## src/rtl/kvosic_ctrl_pkg.sv

```systemverilog
// Shared opcode and state encodings for the kvosic counter sequencer.
package kvosic_ctrl_pkg;
  localparam logic [2:0] OP_NOP       = 3'd0;
  localparam logic [2:0] OP_LOAD      = 3'd1;
  localparam logic [2:0] OP_RUN       = 3'd2;
  localparam logic [2:0] OP_STOP      = 3'd3;
  localparam logic [2:0] OP_SET_PRESC = 3'd4;
  localparam logic [2:0] OP_RUN_TO    = 3'd5;
  localparam logic [2:0] OP_STEP      = 3'd6;

  localparam logic [2:0] ST_IDLE   = 3'd0;
  localparam logic [2:0] ST_RUN    = 3'd1;
  localparam logic [2:0] ST_RUN_TO = 3'd2;
  localparam logic [2:0] ST_LOAD   = 3'd3;
  localparam logic [2:0] ST_STEP   = 3'd4;

  localparam int PRESC_DEFAULT = 0;
endpackage

```

## src/rtl/kvosic_prescaler.sv

```systemverilog
// Step-rate divider: tick whenever the count has reached the reload value.
module kvosic_prescaler #(
  parameter int PRESC_W = 4
) (
  input  logic               clk,
  input  logic               rst_n,
  input  logic               en,
  input  logic               clear,
  input  logic [PRESC_W-1:0] reload,
  output logic               tick
);
  logic [PRESC_W-1:0] count;

  // >= rather than == so a reload lowered below the live count wraps immediately
  assign tick = (count >= reload);

  always_ff @(posedge clk) begin
    if (!rst_n)     count <= '0;
    else if (clear) count <= '0;
    else if (en)    count <= tick ? '0 : count + 1'b1;
  end
endmodule

```

## src/rtl/kvosic_counter_ctrl.sv

```systemverilog
// Command sequencer driving the kvosic counter's step/direction/load controls.
module kvosic_counter_ctrl #(
  parameter int WIDTH         = 4,
  parameter int PRESC_W       = 4,
  parameter int PRESC_DEFAULT = kvosic_ctrl_pkg::PRESC_DEFAULT
) (
  input  logic             clk,
  input  logic             rst_n,
  input  logic             ena,
  input  logic             cmd_valid,
  output logic             cmd_ready,
  input  logic [2:0]       cmd_op,
  input  logic [WIDTH-1:0] cmd_arg,
  input  logic [WIDTH-1:0] cnt_value,
  output logic             cnt_en,
  output logic             cnt_up,
  output logic             cnt_load,
  output logic [WIDTH-1:0] cnt_load_val,
  output logic             busy,
  output logic             done
);
  import kvosic_ctrl_pkg::*;

  logic [2:0]         state;
  logic [PRESC_W-1:0] reload;
  logic [WIDTH-1:0]   target;
  logic               done_q;
  logic               tick;
  logic               accept;
  logic               match;
  logic               run_cmd;
  logic               running;

  assign cmd_ready = ena & rst_n & (state != ST_LOAD) & (state != ST_STEP);
  assign accept    = cmd_valid & cmd_ready;
  assign match     = (cnt_value == target);
  assign running   = (state == ST_RUN) | (state == ST_RUN_TO);
  assign run_cmd   = accept & ((cmd_op == OP_RUN) | (cmd_op == OP_RUN_TO));
  assign busy      = (state != ST_IDLE);
  assign cnt_load  = ena & (state == ST_LOAD);
  assign done      = ena & done_q;

  always_comb begin
    cnt_en = 1'b0;
    if (ena) begin
      case (state)
        ST_RUN:    cnt_en = tick;
        ST_RUN_TO: cnt_en = tick & ~match;
        ST_STEP:   cnt_en = 1'b1;
        default:   cnt_en = 1'b0;
      endcase
    end
  end

  kvosic_prescaler #(.PRESC_W(PRESC_W)) u_presc (
    .clk    (clk),
    .rst_n  (rst_n),
    .en     (ena & running),
    .clear  (run_cmd),
    .reload (reload),
    .tick   (tick)
  );

  always_ff @(posedge clk) begin
    if (!rst_n) begin
      state        <= ST_IDLE;
      reload       <= PRESC_W'(PRESC_DEFAULT);
      target       <= '0;
      done_q       <= 1'b0;
      cnt_up       <= 1'b1;
      cnt_load_val <= '0;
    end else if (ena) begin
      done_q <= 1'b0;
      case (state)
        ST_LOAD, ST_STEP: state <= ST_IDLE;
        ST_RUN_TO: if (match) begin
          state  <= ST_IDLE;
          done_q <= 1'b1;
        end
        default: ;
      endcase
      // an accepted command overrides whatever the current state decided
      if (accept) begin
        case (cmd_op)
          OP_LOAD: begin
            state        <= ST_LOAD;
            cnt_load_val <= cmd_arg;
          end
          OP_RUN: begin
            state  <= ST_RUN;
            cnt_up <= cmd_arg[0];
          end
          OP_STOP:      state  <= ST_IDLE;
          OP_SET_PRESC: reload <= PRESC_W'(cmd_arg);
          OP_RUN_TO: begin
            state  <= ST_RUN_TO;
            target <= cmd_arg;
          end
          OP_STEP: begin
            state  <= ST_STEP;
            cnt_up <= cmd_arg[0];
          end
          default: ;
        endcase
      end
    end
  end
endmodule
```

## config.mk

```make
export PLATFORM = sky130hd
export DESIGN_NAME = kvosic_counter_ctrl
export DESIGN_NICKNAME = d
export VERILOG_FILES = /design/src/rtl/kvosic_ctrl_pkg.sv /design/src/rtl/kvosic_prescaler.sv /design/src/rtl/kvosic_counter_ctrl.sv
export SDC_FILE = /design/constraint.sdc
export NUM_CORES = 1
export LEC_CHECK = 0
export CORE_MARGIN = 2
export CORE_UTILIZATION = 50
export CTS_CLUSTER_DIAMETER = 40
export CTS_CLUSTER_SIZE = 14
export DETAILED_ROUTE_END_ITERATION = 7
export PLACE_DENSITY_LB_ADDON = 0.05
export SYNTH_ARGS = -nofsm -noshare
export SYNTH_HDL_FRONTEND = slang
export SYNTH_HIERARCHICAL = 1
export SYNTH_SLANG_ARGS = --single-unit
```

## constraint.sdc

```tcl
create_clock -name clk -period 3.05 [get_ports clk]
set_input_delay 0.915 -clock clk [delete_from_list [all_inputs] [get_ports clk]]
set_output_delay 0.915 -clock clk [all_outputs]
set_load 0.05 [all_outputs]
```

==> results.txt, run 1 <==
The xor and xnor area share after synthesis came out at 4.01%. The floorplan die area came out at between 3000 and 4000 µm². The floorplan has 18 rows.

The multiplexer area fraction after synthesis is approximately 3.8%. In the final routed layout, each cell accounts on average for about 13 µm. The worst relative slew slack came out at ~67%.

The register bit total from synthesis is 21. The arrival time at the worst endpoint is 2050 ps. The final max-slew violation count came out at 0. The effective utilization at floorplan came out at between 50% and 60%.

After clock tree synthesis, the flow added hold-fix buffers numbering 0. The remaining antenna violation count is 0. The placement-stage worst setup slack is -20.1 ps. The number of distinct library cell variants in the gate-level netlist after synthesis came out at 44. The area share of the largest cell type after synthesis is about a third.

The least setup slack across all paths after layout is between 80 and 90 ps. The via count of the first global-routing pass is between 1000 and 1500. The detailed placer's ending HPWL came out at 2.19 mm. The tree built by TritonCTS fans out to 21 sinks. In the final layout, the share of cells above drive strength 1 is 17.4%. The largest net degree at the start of global routing is 23. The per-instance average area after synthesis came out at between 8 and 9 µm². Summed over all cells, the static leakage comes to 0.668 nW. The compound-gate portion of the synthesized area came out at between 10% and 20%.

The depth of the CTS H-tree is 1. The total wire length came out at about 2.8 mm. Of all nets on the critical path, the largest fanout is 4.

After clock tree synthesis, the clock-pin slew on the worst setup and hold paths is about 120 ps. The placer congestion estimate came out at 0.781. In this run the worst hold path is classified as register to register. The count of input and output buffers came out at 24.

Yosys printed 6 warnings. The clock network latency to the later pin of the worst-skew pair is 310 ps. The max capacitance violation total came out at 0. The via count is roughly 1200.

The global routing stage identified its most utilized layer as met2. The power after layout came out at between 0.0005 and 0.0006 W. The final routed DRC violation total came out at 0.

The fraction of the cycle the final worst path needs is 97.2%. After the flow finishes, the layout carries non-filler instances totaling roughly 210. The number of CTS-inserted buffers came out at 3. Measured along the x axis, the die boundary spans about 55 µm. The I/O pin count came out at 25. Global routing finished with a remaining overflow of 0. The worst setup path is captured at an output pin. In this run the clock root is driven by a sky130_fd_sc_hd__clkbuf_4. For the worst setup path, the data required time is between 2000 and 2500 ps. The nature of the critical path startpoint is a register. The cell count after placement is about 200. The instance count of the mapped netlist is 150. The post-synthesis instance area came out at between 1000 and 1500 µm².

From synthesis to final layout, the design area changed by 30.5%. Across all register-to-register paths, the minimum setup slack is approximately 1100 ps. By area the synthesized netlist is led by sky130_fd_sc_hd__dfxtp_1 (32%), sky130_fd_sc_hd__nand2_1 (5.2%), sky130_fd_sc_hd__ha_1 (4.8%). The number of iterations in the first detailed-routing pass came out at 4. The commonest cells after synthesis are sky130_fd_sc_hd__dfxtp_1 (21), sky130_fd_sc_hd__nand2_1 (18), sky130_fd_sc_hd__a21oi_1 (10), sky130_fd_sc_hd__nand3_1 (10), sky130_fd_sc_hd__o21ai_0 (10). The total global routing track utilization is between 20% and 30%. The synthesized design spends more area on one cell type than any other, namely sky130_fd_sc_hd__dfxtp_1. The fraction of the mapped netlist area in adder cells is under 10%. For this run, asynchronously set or reset flops after synthesis account for 0%.

For this run, the top clock speed supported by timing is ~340 MHz. The number of antenna cells inserted came out at 0. The number of nets in the layout is 199. Setup repair after global routing left no endpoint under its margin.

The DRC violation total after the first TritonRoute iteration is 27. The final setup violation count is 0. On the final layout, the worst clock skew is roughly 2.3 ps. After synthesis, the largest family of logic cells by area is simple AND/OR/NAND/NOR gates.

The met1 global-route usage is ~27%. The most used flip-flop cell after synthesis is sky130_fd_sc_hd__dfxtp_1. In the routed layout, each cell is associated on average with a via count of roughly 5.6. The total core area came out at between 2000 and 2500 µm². The TritonCTS clock tree is done. The y dimension of the die came out at about 55 µm.

No sink is reached through more buffers than the 2 on the longest clock path. The actual transition at the worst max-transition pin came out at 500 ps. The initial antenna violation count came to 0. The flow ran to the end, and the final reports show no timing, DRC or antenna violations. The maximum VDD drop came out at about 0.27 mV. In the global route stage, met3 resource usage came out at between 3 and 4%. The met2 track demand over resource is a little under two fifths. The first global-routing pass estimated approximately 4.6 mm of wire. The final hold violation count came to 0. The post-synthesis sequential area ratio came out at between 30% and 40%. The critical setup path kind is register to output pin. Dividing total power by cell area gives a power density of between 300 and 400 nW/µm². The clock period could shrink to just under 3000 ps. sky130_fd_sc_hd__dfxtp_1 is the most common cell in the netlist.

The number of synthesized flops with an enable pin came out at 0. The number of nets produced by synthesis came out at 170. The synthesized netlist devotes 32.0% of its cell area to simple gates.
[critical path, cell delays in order, from the launching register on]
cell                       delay [ps]
sky130_fd_sc_hd__dfxtp_2          370
sky130_fd_sc_hd__inv_1             70
sky130_fd_sc_hd__ha_1             260
sky130_fd_sc_hd__nand2b_4         140
sky130_fd_sc_hd__a211oi_4         260
sky130_fd_sc_hd__o21bai_4         120
sky130_fd_sc_hd__and2b_1          170
sky130_fd_sc_hd__o21ai_2          120
sky130_fd_sc_hd__a21oi_2           60
sky130_fd_sc_hd__buf_12           150
[placed cells by master, fill, tap and decap left out, types with 2 or more instances in the layout]
cell and n:
sky130_fd_sc_hd__a21oi_1 9, sky130_fd_sc_hd__a32o_1 2, sky130_fd_sc_hd__and2_1 2, sky130_fd_sc_hd__and2b_1 2
sky130_fd_sc_hd__buf_12 4, sky130_fd_sc_hd__buf_4 8, sky130_fd_sc_hd__clkbuf_4 3, sky130_fd_sc_hd__clkdlybuf4s50_1 16
sky130_fd_sc_hd__dfxtp_1 20, sky130_fd_sc_hd__dlymetal6s2s_1 4, sky130_fd_sc_hd__ha_1 5, sky130_fd_sc_hd__inv_1 9
sky130_fd_sc_hd__mux2i_1 5, sky130_fd_sc_hd__nand2_1 18, sky130_fd_sc_hd__nand2b_1 8, sky130_fd_sc_hd__nand3_1 10
sky130_fd_sc_hd__nand4_1 2, sky130_fd_sc_hd__nor2b_1 3, sky130_fd_sc_hd__nor3_4 2, sky130_fd_sc_hd__nor3b_1 2
sky130_fd_sc_hd__nor4_4 2, sky130_fd_sc_hd__o211a_1 2, sky130_fd_sc_hd__o21ai_0 9, sky130_fd_sc_hd__o32ai_1 2
sky130_fd_sc_hd__or3_1 2, sky130_fd_sc_hd__xnor2_1 5
[cells by family (layout without fill, tap and decap cells)]
logic type	Yosys count	count (layout)
adders and majority gates	5	5
DFF	21	21
AOI/OAI and AO/OA	33	33
xor gates and xnor gates	6	6
buffers and inverters	17	45
and+or+nand+nor	63	63
muxes	5	5
[final cells by class]
cell class	count	area, µm²
clock buffer	3	22.5
timing repair buffer	32	350
tap	30	37.5
sequential	21	422
fill	213	768
inverter	9	33.8
clock inverter	1	5.00
multi-input combinational	112	838
[state kept, by name (all words and copies together) (netlist names)]
register,cells
cnt_load_val,4
reload,4
target,4
u_presc/count,4
state,3
cnt_up,1
done_q,1
[power breakdown]
group | internal (W) | leakage (nW) | switching (W) | total (W)
Clock | 0.0000491 | 0.0177 | 0.0000918 | 0.000141
Combinational | 0.0000445 | 0.480 | 0.0000488 | 0.0000933
Sequential | 0.000277 | 0.170 | 0.00000389 | 0.000281
[routing by layer]
metal / vias up / part of all wire, %
met4: 0 / 1.2
met5: - / 0
met2: 30 / 49
met1: 551 / 45
li1: 588 / -
met3: 4 / 4.2
[metrics by stage]
stage	hold WS (ps)	util [%]	area [µm²]	setup TNS, ps
floorplan	441	-	1320	0
global placement	448	66.2	1640	-5.54
detailed placement	457	66.2	1640	-20.1
CTS	478	67.5	1670	0
global route	502	69.0	1710	0
finish	474	69.0	1710	0
[timing repair]
| item | in CTS | in global routing |
|---|---|---|
| setup buffers | 0 | 2 |
| setup endpoints to repair | 1 | 1 |
| pin swaps | 0 | 4 |
| gates cloned | 0 | 0 |
| gates resized for setup | 3 | 6 |
[path summary, 6_finish.rpt]
kind,cells past startpoint,endpoint,start
max,9,cnt_en,u_presc/count[0]
min,2,done_q,done_q
max reg2reg,6,u_presc/count[1],state[0]
min reg2reg,2,done_q,done_q
(Power assumes the default switching activity.)
==> run 2, diff against run 1 <==
--- a/config.mk
+++ b/config.mk
@@ -5,12 +5,13 @@
 export SDC_FILE = /design/constraint.sdc
 export NUM_CORES = 1
 export LEC_CHECK = 0
+export ABC_AREA = 1
 export CORE_MARGIN = 2
 export CORE_UTILIZATION = 50
 export CTS_CLUSTER_DIAMETER = 40
 export CTS_CLUSTER_SIZE = 14
 export DETAILED_ROUTE_END_ITERATION = 7
-export PLACE_DENSITY_LB_ADDON = 0.05
+export PLACE_DENSITY_LB_ADDON = 0.25
 export SYNTH_ARGS = -nofsm -noshare
 export SYNTH_HDL_FRONTEND = slang
 export SYNTH_HIERARCHICAL = 1
==> results.txt, run 2 <==
The effective utilization at floorplan is around 52%. The global routing's busiest layer is met2. A synthesized cell averages 6.55 µm². The met2 track demand over resource came out at 36.1%. The met1 global-route usage came out at 27.3%.

Sequential cells were found to cover 33.1% of the synthesized design area. The fraction of the cycle the final worst path needs came out at a little over nine tenths. The site row count came out at 18.

The number of antenna cells inserted came out at 0. The critical path is of the input port to output pin type. The number of fillers in the final layout is slightly above 200. The tightest min-delay check is of the register to register type.

The power after layout came out at ~0.00053 W. At the end of routability-driven placement, the weighted congestion stood at between 0.8 and 0.9. The fraction of final layout cells with drive strength greater than 1 is between 10% and 20%.

The total wire length is approximately 2.8 mm. The total area of sequential cells is roughly 420 µm². Setup repair after global routing left no endpoint under its margin. The run finished with clean final reports.

The total core area came out at around 2400 µm². The area share of the largest cell type after synthesis is ~33%. The share of synthesized registers carrying an async set or reset came out at 0%. STA classifies the critical path startpoint as an input port.

For this run, the total global-route usage over all layers was measured as 21.7%. The final global-route overflow total came out at 0. The fraction of power consumed by the clock network came out at a little over a quarter. The count of buffers added on input and output ports is 24. The tool flagged a number of max-cap violations equal to 0. The cell type with the highest aggregate area in the netlist is sky130_fd_sc_hd__dfxtp_1. Summing all multi-input logic gate instances after layout gives roughly 730 µm².

For this run, the post-layout net count is around 250. The final max-slew violation count came out at 0. The primary flip-flop cell chosen by synthesis mapping is sky130_fd_sc_hd__dfxtp_1. After clock tree synthesis, the flow added hold-fix buffers numbering 0. The actual transition at the worst max-transition pin came out at a little under 500 ps. Setup violations remaining at the end of the flow were counted as 0. The via count came out at 1222.

Clock skew on the completed layout was measured at 3.22 ps. The routed design could run at a clock period as short as 2950 ps. In the routed design, unresolved DRC markers number 0.

The floorplan die area came out at ~3000 µm². The DRC violation total after the first TritonRoute iteration came out at 19. The library cells used most frequently in the layout, excluding fill and tap cells, are sky130_fd_sc_hd__nand2_1 (61), sky130_fd_sc_hd__inv_1 (28), sky130_fd_sc_hd__nor2_1 (26). The detailed-route wire length per cell came out at between 10 and 15 µm.

The library cell used most frequently in the layout, excluding fill and tap cells, is sky130_fd_sc_hd__nand2_1. sky130_fd_sc_hd__nand2_1 is the most common cell in the netlist. The number of buffers between clock root and the deepest sink is 2.

The register bit total from synthesis is 21. The number of distinct library cell variants in the gate-level netlist after synthesis came out at 25. The sum of negative setup slack came out at 0 ps. The maximum achievable frequency is roughly 340 MHz. Measured on the finished design, the core utilization comes to between 60 and 70%.

The detailed placer's ending HPWL is 2.17 mm. The via count of the first global-routing pass is 1142. The total power per unit cell area is between 300 and 400 nW/µm². The analysis attributes to cell leakage a power of roughly 0.85 nW. The worst relative slew slack came out at approximately two thirds. The y dimension of the die came out at between 50 and 60 µm. The number of iterations in the first detailed-routing pass came out at 4. The clock network latency to the later pin of the worst-skew pair is roughly 310 ps. For this run, global-route usage on met3 was measured as between 3 and 4%. The instance count of the mapped netlist came out at between 150 and 200.

The initial antenna violation count is 0. STA classifies the critical path endpoint as an output pin. The TritonCTS clock tree is done. At the worst endpoint, the required time is ~2100 ps. The final hold violation count is 0. Using the TritonRoute via totals, the vias-per-cell ratio works out to roughly 4.8. Along the worst path, the maximum fanout reaches 2. The number of synthesized flops with an enable pin is 0. The internal power is 0.000374 W. The die is about 54 µm wide. The maximum VDD drop is 0.261 mV. Yosys attributes the largest share of cell area to sky130_fd_sc_hd__dfxtp_1 (33%), sky130_fd_sc_hd__nand2_1 (18%), sky130_fd_sc_hd__inv_1 (8.3%). The arrival time at the worst endpoint came out at around 2000 ps. The wire length of the first global-routing pass came out at roughly 4.6 mm. The depth of the CTS H-tree came out at 1.

Counting every sink on the clock net gives 21. Yosys printed 6 warnings. From synthesis to final layout, the design area changed by 31.2%. The number of CTS-inserted buffers is 3. The net switching power came out at 0.000152 W. In this run, placement finished with an instance count of 251.

The switching fraction of total power came out at 28.9%. The logic gate share of total power is between 15 and 20%. In this run the remaining antenna-violating nets after routing total 0. The share of power burned in registers is between 50 and 60%.

The clock-pin transition on the worst setup and hold timing paths came out at 120 ps. The I/O pin count came out at 25. The slack of the worst reg-to-reg path came out at between 1000 and 1500 ps. The largest net degree at the start of global routing came out at 14. The commonest cells after synthesis are sky130_fd_sc_hd__nand2_1 (61), sky130_fd_sc_hd__inv_1 (28), sky130_fd_sc_hd__nor2_1 (28), sky130_fd_sc_hd__dfxtp_1 (21), sky130_fd_sc_hd__nand3_1 (10). The cell chosen for the clock root is sky130_fd_sc_hd__clkbuf_4. The post-synthesis instance area came out at about 1300 µm². The number of nets handed over by synthesis was between 200 and 250. The non-filler instance count after layout is roughly 260.
[run 2: changes by cell type after synthesis, sizes merged, moves of 4 or more]
cell | previous run | this run
nand2b | 9 | 0
xnor2 | 5 | 1
nand2 | 18 | 67
inv | 9 | 29
o21ai | 11 | 3
mux2i | 5 | 1
nor2 | 0 | 32
[run 2: power groups by stage]
stage | combinational, W | clock (W) | sequential (W)
finish | 0.000104 | 0.000138 | 0.000284
global route | 0.000115 | 0.000156 | 0.000284
CTS | 0.000104 | 0.000146 | 0.000284
detailed placement | 0.000101 | 0 | 0.000290
global placement | 0.0000989 | 0 | 0.000289
floorplan | 0.0000539 | 0 | 0.000292
[run 2: critical path, cell delays in order]
cell                              delay, ps
sky130_fd_sc_hd__clkdlybuf4s50_1        490
sky130_fd_sc_hd__inv_1                   60
sky130_fd_sc_hd__a21oi_1                220
sky130_fd_sc_hd__nand3_2                110
sky130_fd_sc_hd__o21ai_2                 90
sky130_fd_sc_hd__buf_12                 160
[run 2: cell families (layout without fill, tap and decap cells)]
group           after synthesis  in the layout  synth area share [%]
simple gates                116            116                  40.7
flops                        21             21                  33.1
buf+inv                      32             65                  10.8
mux                           1              1                 0.787
xor+xnor                      5              5                  3.44
fa+ha+maj                     5              5                  4.92
compound gates               14             14                  6.20
[run 2: per-layer routing]
metal	wire length, µm	share of wire (%)
met2	1350	49
met5	0	0
met1	1290	47
met4	29	1.0
met3	102	3.7
[run 2: what timing repair did]
item                                    4_1_cts  5_1_grt
endpoints found under the hold margin         0        0
pin swaps                                     4        2
endpoints found under the setup margin        1        1
setup buffers                                 2        0
resized for setup                             3        5
[run 2: per-stage QoR]
| stage | worst slack, ps | cell area [µm²] | hold slack (ps) |
|---|---|---|---|
| 2_1_floorplan | 65.6 | 1270 | 441 |
| 3_3_place_gp | -52.5 | 1610 | 444 |
| 3_5_place_dp | -90.8 | 1610 | 453 |
| 4_1_cts | 0.892 | 1650 | 473 |
| 5_1_grt | 21.0 | 1670 | 504 |
| 6_report | 104 | 1670 | 476 |
[run 2: final timing paths]
check           start                to  cells past startpoint
min reg2reg    done_q            done_q                      2
max               ena            cnt_en                      6
min            done_q            done_q                      2
max reg2reg  state[1]  u_presc/count[0]                     11
[run 2: final cells by class]
class,instances,area share (%)
inverter,29,6.53
sequential,21,25.2
clock buffer,3,1.35
multi-input combinational,141,43.6
tap,30,2.25
clock inverter,1,0.300
timing repair buffer,32,20.8
==> run 3, diff against run 2 <==
--- a/config.mk
+++ b/config.mk
@@ -6,7 +6,7 @@
 export NUM_CORES = 1
 export LEC_CHECK = 0
 export ABC_AREA = 1
-export CORE_MARGIN = 2
+export CORE_MARGIN = 8
 export CORE_UTILIZATION = 50
 export CTS_CLUSTER_DIAMETER = 40
 export CTS_CLUSTER_SIZE = 14
==> results.txt, run 3 (same netlist as run 2, synthesis figures left out) <==
In this run the worst path has a maximum fanout of 2. VDD sags by at most between 0.3 and 0.4 mV. The DRC violation total after the first TritonRoute iteration came out at between 40 and 50.

In this run the tightest slew margin relative to its limit is 66.7%. The largest net degree at the start of global routing came out at 14. The detailed-route wire length per cell came out at roughly 12 µm.

The remaining antenna violation count is 0. The time the final worst path needs with I/O delays and setup is just under 3000 ps. The number of buffers between clock root and the deepest sink is 2. The cell count after placement came out at 250. The number of iterations in the first detailed-routing pass is 4. At the worst endpoint, the required time is 2130 ps. The fraction of the cycle the final worst path needs is between 90% and 100%. The number of fillers in the final layout is between 200 and 250. The total core area is roughly 2500 µm². The I/O pin count is 25. The nature of the critical path startpoint is an input port.

Leaving out fill and tap cells, the most frequent cell in the layout is sky130_fd_sc_hd__nand2_1. The total global routing track utilization is 13.8%. Routability-driven placement finished with a final weighted congestion of approximately 0.92. The clock network latency to the later pin of the worst-skew pair came out at approximately 300 ps. The max capacitance violation total is 0. The initial antenna violation count came to 0. The number of CTS-inserted buffers is 3. Setup repair after global routing left no endpoint under its margin. The number of vias per cell after detailed routing came out at just under 5. Clock skew on the completed layout was measured at between 7 and 8 ps.

Once routing completed, OpenROAD measured the worst setup slack at 101 ps. The overall die width is ~66 µm. The clock drives 21 sinks.

Leaving out fill and tap cells, the most frequent cells in the layout are sky130_fd_sc_hd__nand2_1 (61), sky130_fd_sc_hd__inv_1 (28), sky130_fd_sc_hd__nor2_1 (26). The sum of negative setup slack came out at 0 ps. The count of input and output buffers is 24. The placement-stage worst setup slack came out at -97.2 ps. The final core utilization came out at ~67%. Registers take 420 µm². The final global-route overflow total came out at 0. In this run the worst hold path is classified as register to register. The post-CTS setup repair buffer count came out at 0. The total of hold buffers inserted after clock tree synthesis is 0. The TritonCTS clock tree is done.

The first global-routing pass estimated between 4 and 5 mm of wire. The y dimension of the die came out at approximately 66 µm. The maximum achievable frequency is 339 MHz. The final max-slew violation count is 0. The floorplan has 18 rows. The final setup violation count came out at 0.

The area of the multi-input gates is approximately 730 µm². In this run the number of H-tree levels came out at 1. The number of nets in the layout is 245.

Detailed placement finished with a half-perimeter wire length of about 2.3 mm. After clock tree synthesis, the clock-pin slew on the worst setup and hold paths is between 100 and 150 ps. The final routed DRC violation total is 0. The arrival time at the worst endpoint came out at 2030 ps. The number of antenna cells inserted is 0.

The run finished with clean final reports. The effective utilization at floorplan is 51.8%. The category of the worst setup path capture point is an output pin. The via count came out at ~1200. The non-filler instance count after layout is ~250. Power spread over the standard cell area amounts to 315 nW/µm². At the pin with the least slew margin, the transition time is roughly 500 ps. The critical setup path kind is input port to output pin. The final layout contains routed wiring with a total length of between 2 and 3 mm. The final hold violation count came to 0.

The cell sitting at the root of the clock tree is a sky130_fd_sc_hd__clkbuf_4. The via count of the first global-routing pass is 1151. The floorplan die area came out at 4410 µm². The fraction of final layout cells with drive strength greater than 1 came out at 13.8%. The area growth from synthesis to layout is 29.4%. The leakage dissipation came out at between 0.8 and 0.9 nW.
[run 3: worst paths after layout]
kind                               start                to  slack [ps]  depth (start not counted)
worst min-delay path              done_q            done_q         480                          2
worst min register to register    done_q            done_q         480                          2
worst max-delay path                 ena            cnt_en         100                          6
worst max register to register  state[1]  u_presc/count[0]        1440                         11
[run 3: where the power goes]
group	internal [W]	total, W	switching [W]
registers	0.000279	0.000284	0.00000479
logic	0.0000436	0.000102	0.0000585
clock network	0.0000489	0.000132	0.0000836
total	0.000371	0.000518	0.000147
[run 3: layout make-up]
cell class | instances | share of cell area, %
multi-input cells | 141 | 44.2
clock buffers | 3 | 1.37
flip-flops and latches | 21 | 25.6
clock inverters | 1 | 0.304
well taps | 30 | 2.28
inverters | 29 | 6.62
repair buffers | 29 | 19.7
[run 3: stage by stage]
step           hold slack [ps]  area [µm²]  power (W)
2_1_floorplan              441        1270   0.000346
3_3_place_gp               453        1600   0.000388
3_5_place_dp               460        1600   0.000391
4_1_cts                    479        1630   0.000523
5_1_grt                    505        1650   0.000544
6_report                   482        1650   0.000518
[run 3: worst max-delay path, stage by stage]
cell	delay, ps
sky130_fd_sc_hd__clkdlybuf4s50_1	480
sky130_fd_sc_hd__inv_1	60
sky130_fd_sc_hd__a21oi_1	220
sky130_fd_sc_hd__nand3_2	110
sky130_fd_sc_hd__o21ai_2	90
sky130_fd_sc_hd__buf_12	160
[run 3: repair_timing]
item | in CTS | in global routing
pin swaps | 2 | 4
setup endpoints to repair | 1 | 1
resized for setup | 4 | 4
endpoints found under the hold margin | 0 | 0
[run 3: metal layers]
metal,routed length (µm),vias up,share of wire [%],GRT usage (%)
met5,0,-,0,0
met4,18,0,0.61,5.60
met3,142,2,4.8,2.71
met2,1470,22,49,24.5
met1,1340,567,45,15.7
li1,-,656,-,-
